File: config.mk
export PLATFORM = sky130hd
export DESIGN_NAME = regfile_wb_arbiter
export DESIGN_NICKNAME = d
export VERILOG_FILES = /design/src/rtl/regfile_wb_arbiter.sv
export SDC_FILE = /design/constraint.sdc
export NUM_CORES = 1
export LEC_CHECK = 0
export CORE_ASPECT_RATIO = 1.5
export CORE_MARGIN = 3
export CORE_UTILIZATION = 39
export DETAILED_ROUTE_END_ITERATION = 8
export GPL_TIMING_DRIVEN = 1
export PLACE_DENSITY_LB_ADDON = 0.25
export SLEW_MARGIN = 30
export SYNTH_ARGS = -nofsm -noshare
export SYNTH_HDL_FRONTEND = slang
export SYNTH_SLANG_ARGS = --single-unit
File: constraint.sdc
create_clock -name clk -period 1.8 [get_ports clk]
set_input_delay 0.36 -clock clk [delete_from_list [all_inputs] [get_ports clk]]
set_output_delay 0.36 -clock clk [all_outputs]
set_load 0.01 [all_outputs]
File: src/rtl/regfile_wb_arbiter.sv
// Round-robin arbiter of two writeback sources onto the regfile write port, with a busy scoreboard.
// Latency: one registered write stage (commit two edges after accept); ready is combinational and a loser holds until granted.
module regfile_wb_arbiter #(
    parameter int WIDTH   = 32,
    parameter int REGBITS = 5
) (
    input  logic                  clk,
    input  logic                  reset,
    input  logic                  req0_valid,
    input  logic [REGBITS-1:0]    req0_wa,
    input  logic [WIDTH-1:0]      req0_wd,
    output logic                  req0_ready,
    input  logic                  req1_valid,
    input  logic [REGBITS-1:0]    req1_wa,
    input  logic [WIDTH-1:0]      req1_wd,
    output logic                  req1_ready,
    input  logic                  rsv_valid,
    input  logic [REGBITS-1:0]    rsv_wa,
    input  logic [REGBITS-1:0]    chk_ra1,
    input  logic [REGBITS-1:0]    chk_ra2,
    output logic                  chk_busy1,
    output logic                  chk_busy2,
    output logic [2**REGBITS-1:0] busy_vec,
    output logic                  rsv_err,
    output logic                  rf_regwrite,
    output logic [REGBITS-1:0]    rf_wa,
    output logic [WIDTH-1:0]      rf_wd
);
    localparam int N = 2**REGBITS;

    logic               prio;
    logic               src;
    logic [N-1:0]       busy;
    logic [N-1:0]       busy_next;
    logic               acc0;
    logic               acc1;
    logic               contested;
    logic               rsv_set;
    logic               clr;
    logic               err_hit;
    logic [REGBITS-1:0] sel_wa;
    logic [WIDTH-1:0]   sel_wd;

    assign req0_ready = !req1_valid || !prio;
    assign req1_ready = !req0_valid ||  prio;
    assign acc0       = req0_valid && req0_ready;
    assign acc1       = req1_valid && req1_ready;
    assign contested  = req0_valid && req1_valid;
    assign sel_wa     = acc1 ? req1_wa : req0_wa;
    assign sel_wd     = acc1 ? req1_wd : req0_wd;

    // Clear happens on the regfile commit edge, only for multicycle-unit writes.
    assign clr     = rf_regwrite && src;
    assign rsv_set = rsv_valid && (rsv_wa != '0);
    // A reservation landing on the same edge its register is released is not a double reservation.
    assign err_hit = rsv_set && busy[rsv_wa] && !(clr && (rf_wa == rsv_wa));

    always_comb begin
        busy_next = busy;
        if (clr)
            busy_next[rf_wa] = 1'b0;
        if (rsv_set)
            busy_next[rsv_wa] = 1'b1;
        busy_next[0] = 1'b0;
    end

    always_ff @(posedge clk) begin
        if (reset) begin
            prio        <= 1'b0;
            src         <= 1'b0;
            busy        <= '0;
            rsv_err     <= 1'b0;
            rf_regwrite <= 1'b0;
            rf_wa       <= '0;
            rf_wd       <= '0;
        end else begin
            if (contested)
                prio <= !prio;
            if (acc0 || acc1) begin
                rf_regwrite <= (sel_wa != '0);
                rf_wa       <= sel_wa;
                rf_wd       <= sel_wd;
                src         <= acc1;
            end else begin
                rf_regwrite <= 1'b0;
            end
            busy <= busy_next;
            if (err_hit)
                rsv_err <= 1'b1;
        end
    end

    assign busy_vec  = busy;
    assign chk_busy1 = busy[chk_ra1];
    assign chk_busy2 = busy[chk_ra2];

endmodule

==> results_dict.tcl <==
set metrics [dict create \
    synth_largest_type_area_fraction_pct 36.9 \
    place.port_buffers 167 \
    global_route.usage.total_pct 25.4 \
    max_freq_ghz 0.460 \
    yosys.cell_count.top_type "sky130_fd_sc_hd__nand2_1" \
    worst_hold_slack_ns 0.452 \
    synth_edf_count 0 \
    top_signal_layer_used "met4" \
    power.density_cell_area_mw_per_mm2 674 \
    numClockSinks 72 \
    critical_path.cell_chain "clkdlybuf4s15_1 -> mux4_2 -> mux2_2 -> nand3_1 -> o211ai_1 -> buf_2" \
    firstDrtPassIters 5 \
    syn-instance-count 444 \
    seq_power_share_pct 39.2 \
    p_sw_share_pct 24.7 \
    critPathCaptureType "primary output" \
    grt_pass1_wl_um 22000 \
    number_of_buffers_added_by_the_clock_tree_synthesis_step 9 \
    arrival_ns 1.81 \
    area.growth.synth_to_final_pct 69.3 \
    peakVddDrop_mv 0.583 \
    clockRootBuffer "sky130_fd_sc_hd__clkbuf_16" \
    fin_area_sq_mm 0.00662 \
    routedWlPerCell_um 17.9 \
    fillCellCount 806 \
    synthesis.area_per_instance_sq_um 8.80 \
    yosys.area.top_type "sky130_fd_sc_hd__dfxtp_1" \
    num-nets-final 766 \
    final.min_clock_period_ns 2.17 \
    clock_tree_from_tritoncts "done" \
    yosys_most_used_dff "sky130_fd_sc_hd__dfxtp_1" \
    coreArea_sq_mm 0.00974 \
    layout_setup_ws_ns -0.372 \
    gpl.final_weighted_congestion 0.924 \
    ys_seq_area_share_pct 36.9 \
    report.final.slew_viol_count 0 \
    total_overflow_reported_by_the_global_router 0 \
    violations "negative setup slack" \
    status "finished, violations left" \
    ys_top_cells_by_count "77 x sky130_fd_sc_hd__nand2_1, 72 x sky130_fd_sc_hd__dfxtp_1, 71 x sky130_fd_sc_hd__o21ai_0" \
    floorplan.initialDensity_pct 40.1 \
    proportion_of_synthesized_flip_flops_having_asynchronous_set_or_reset_pct 0 \
    timing.critical_path.required_ns 1.44 \
    top_level_ports 169 \
    worst-path-max-fanout 6 \
    clk_transition_reported_paths_ns 0.05 \
    dr.first_iter.drc_count 250 \
    skew_ns 0.00682 \
    clock_power_share_pct 40.5 \
    grt_max_degree 39 \
    grt_antenna_before_repair 0 \
    cts-hold-fix-buffers 0 \
    post_synth_design_cell_area_sq_mm 0.00391 \
    final_min_period_over_clock_period_pct 121 \
    floorplan.die_area_sq_mm 0.0113 \
    postRouteAntennaNets 0 \
    post_drt_via_cell_ratio 5.47 \
    total_power_mw 4.46 \
    worstSetupPathType "in -> out" \
    final_hold_viol_count 0 \
    finish.cell_count_without_fillers 792 \
    clock_tree.buffer_depth 2 \
    yosys_warnings 0 \
    setup_violations_final 2 \
    drv.max_cap_violation_count 0 \
    dp_hpwl_um 11300 \
    r2r_setup_slack_ns 0.18 \
    vias 4329 \
    worstHoldPathType "reg -> reg" \
    rows 44 \
    totalWireLength_um 14200 \
    count_of_different_cell_masters_after_synthesis 44 \
    met2_length_um 7620 \
    dr_wl_met3_um 1140 \
    yosys-top-cells-area "sky130_fd_sc_hd__dfxtp_1 37%, sky130_fd_sc_hd__mux2i_1 11%, sky130_fd_sc_hd__o21ai_0 9.1%, sky130_fd_sc_hd__nand2_1 7.4%, sky130_fd_sc_hd__mux4_2 6.9%" \
    die_height_um 129 \
    grt_pass1_vias 4403 \
    dpl_cell_area_sq_mm 0.00623 \
    leakage_power_nw 2.71 \
    synth_register_bits 72 \
    finalCoreUtilization_pct 67.9 \
    drc 0 \
    slowest_delay_ns 0.53 \
    worst_skew_pair.late_latency_ns 0.33 \
    grt_setup_unrepaired "yes" \
    power.share.combinational_pct 20.3 \
    p_switching_mw 1.10 \
    m1WireLength_um 4830 \
    crit_path_start_kind "primary input" \
    htree_num_levels 3 \
    internal-power_mw 3.36 \
    antenna_cells_inserted 0 \
    drive_gt1_share_pct 24.2 \
    floorplan.die.width_um 87.7 \
    synth_nets 538 \
    place_inst 774 \
    cpMaxStageDelayCell "sky130_fd_sc_hd__mux4_2" \
]
==> cell families after synthesis <==
| family | share of synthesized area (%) |
|---|---|
| AO/OA/AOI/OAI | 18.3 |
| AND/OR/NAND/NOR | 15.4 |
| flip-flops | 36.9 |
| multiplexers | 22.9 |
| buffers and inverters | 5.03 |
| XOR/XNOR | 1.34 |
| other | 0.0959 |
==> through the flow <==
stage          worst slack [ns]  TNS (ns)
2_1_floorplan           -0.0515    -0.103
3_3_place_gp              -1.10     -5.76
3_5_place_dp              -1.12     -6.01
4_1_cts                  -0.378    -0.742
5_1_grt                  -0.448    -0.848
6_report                 -0.372    -0.719
==> final cells by class <==
cell class,count,area (sq um),share of cell area [%]
clock inverter,5,55.1,0.832
clock buffer,11,253,3.82
multi-input combinational,331,2320,35.1
inverter,7,26.3,0.397
timing repair buffer,251,2350,35.6
tap,115,144,2.17
sequential,72,1470,22.1
==> layout by cell type, fill, tap and decap left out, types with 4 or more instances in the layout <==
master                            instances
sky130_fd_sc_hd__a21oi_1                 33
sky130_fd_sc_hd__a31oi_1                  4
sky130_fd_sc_hd__buf_12                   4
sky130_fd_sc_hd__buf_2                    4
sky130_fd_sc_hd__buf_4                   76
sky130_fd_sc_hd__buf_6                    4
sky130_fd_sc_hd__clkbuf_16                9
sky130_fd_sc_hd__clkdlybuf4s50_1        154
sky130_fd_sc_hd__dfxtp_1                 53
sky130_fd_sc_hd__dfxtp_2                 19
sky130_fd_sc_hd__dlymetal6s2s_1           4
sky130_fd_sc_hd__inv_1                    7
sky130_fd_sc_hd__mux2_2                  12
sky130_fd_sc_hd__mux2i_1                 43
sky130_fd_sc_hd__mux4_2                  13
sky130_fd_sc_hd__nand2_1                 76
sky130_fd_sc_hd__nand2b_1                 4
sky130_fd_sc_hd__nand3_1                  4
sky130_fd_sc_hd__nor2_1                   9
sky130_fd_sc_hd__nor2b_1                  4
sky130_fd_sc_hd__o21ai_0                 70
sky130_fd_sc_hd__or3_1                    4
sky130_fd_sc_hd__xnor2_1                  4
==> layer usage <==
layer / track usage, % / up-vias
li1: - / 2059
met1: 24.8 / 2008
met2: 46.2 / 222
met3: 7.75 / 40
met4: 14.5 / 0
met5: 0 / -
==> timing repair <==
item / 4_1_cts / 5_1_grt
cloned: 0 / 0
pin swaps: 5 / 4
buffers inserted: 2 / 0
setup endpoints to repair: 10 / 12
resized for setup: 41 / 21
==> power by group through the flow <==
| stage | registers (mW) | clock network, mW | logic, mW |
|---|---|---|---|
| after floorplan | 1.80 | 0 | 0.332 |
| after global placement | 1.78 | 0 | 0.885 |
| after detailed placement | 1.78 | 0 | 0.898 |
| after CTS | 1.75 | 1.82 | 0.904 |
| after global routing | 1.76 | 1.89 | 0.973 |
| final | 1.75 | 1.81 | 0.905 |
==> worst max-delay path, delay by kind of cell <==
family,cells,cell delay [ns]
compound gates,1,0.09
buf+inv,2,0.47
simple gates,1,0.08
mux,2,0.80
==> flip-flops by register name (all words and copies together), names as in the netlist <==
signal	count
rf_regwrite	1
rsv_err	1
prio	1
busy_vec	31
rf_wa	5
src	1
rf_wd	32
==> worst paths after layout <==
kind,startpoint,endpoint,cells after the start
max,chk_ra2[0],chk_busy2,6
min,rf_wd[27],rf_wd[27],2
max reg2reg,busy_vec[24],rsv_err,6
min reg2reg,rf_wd[27],rf_wd[27],2
(Power assumes the default switching activity.)
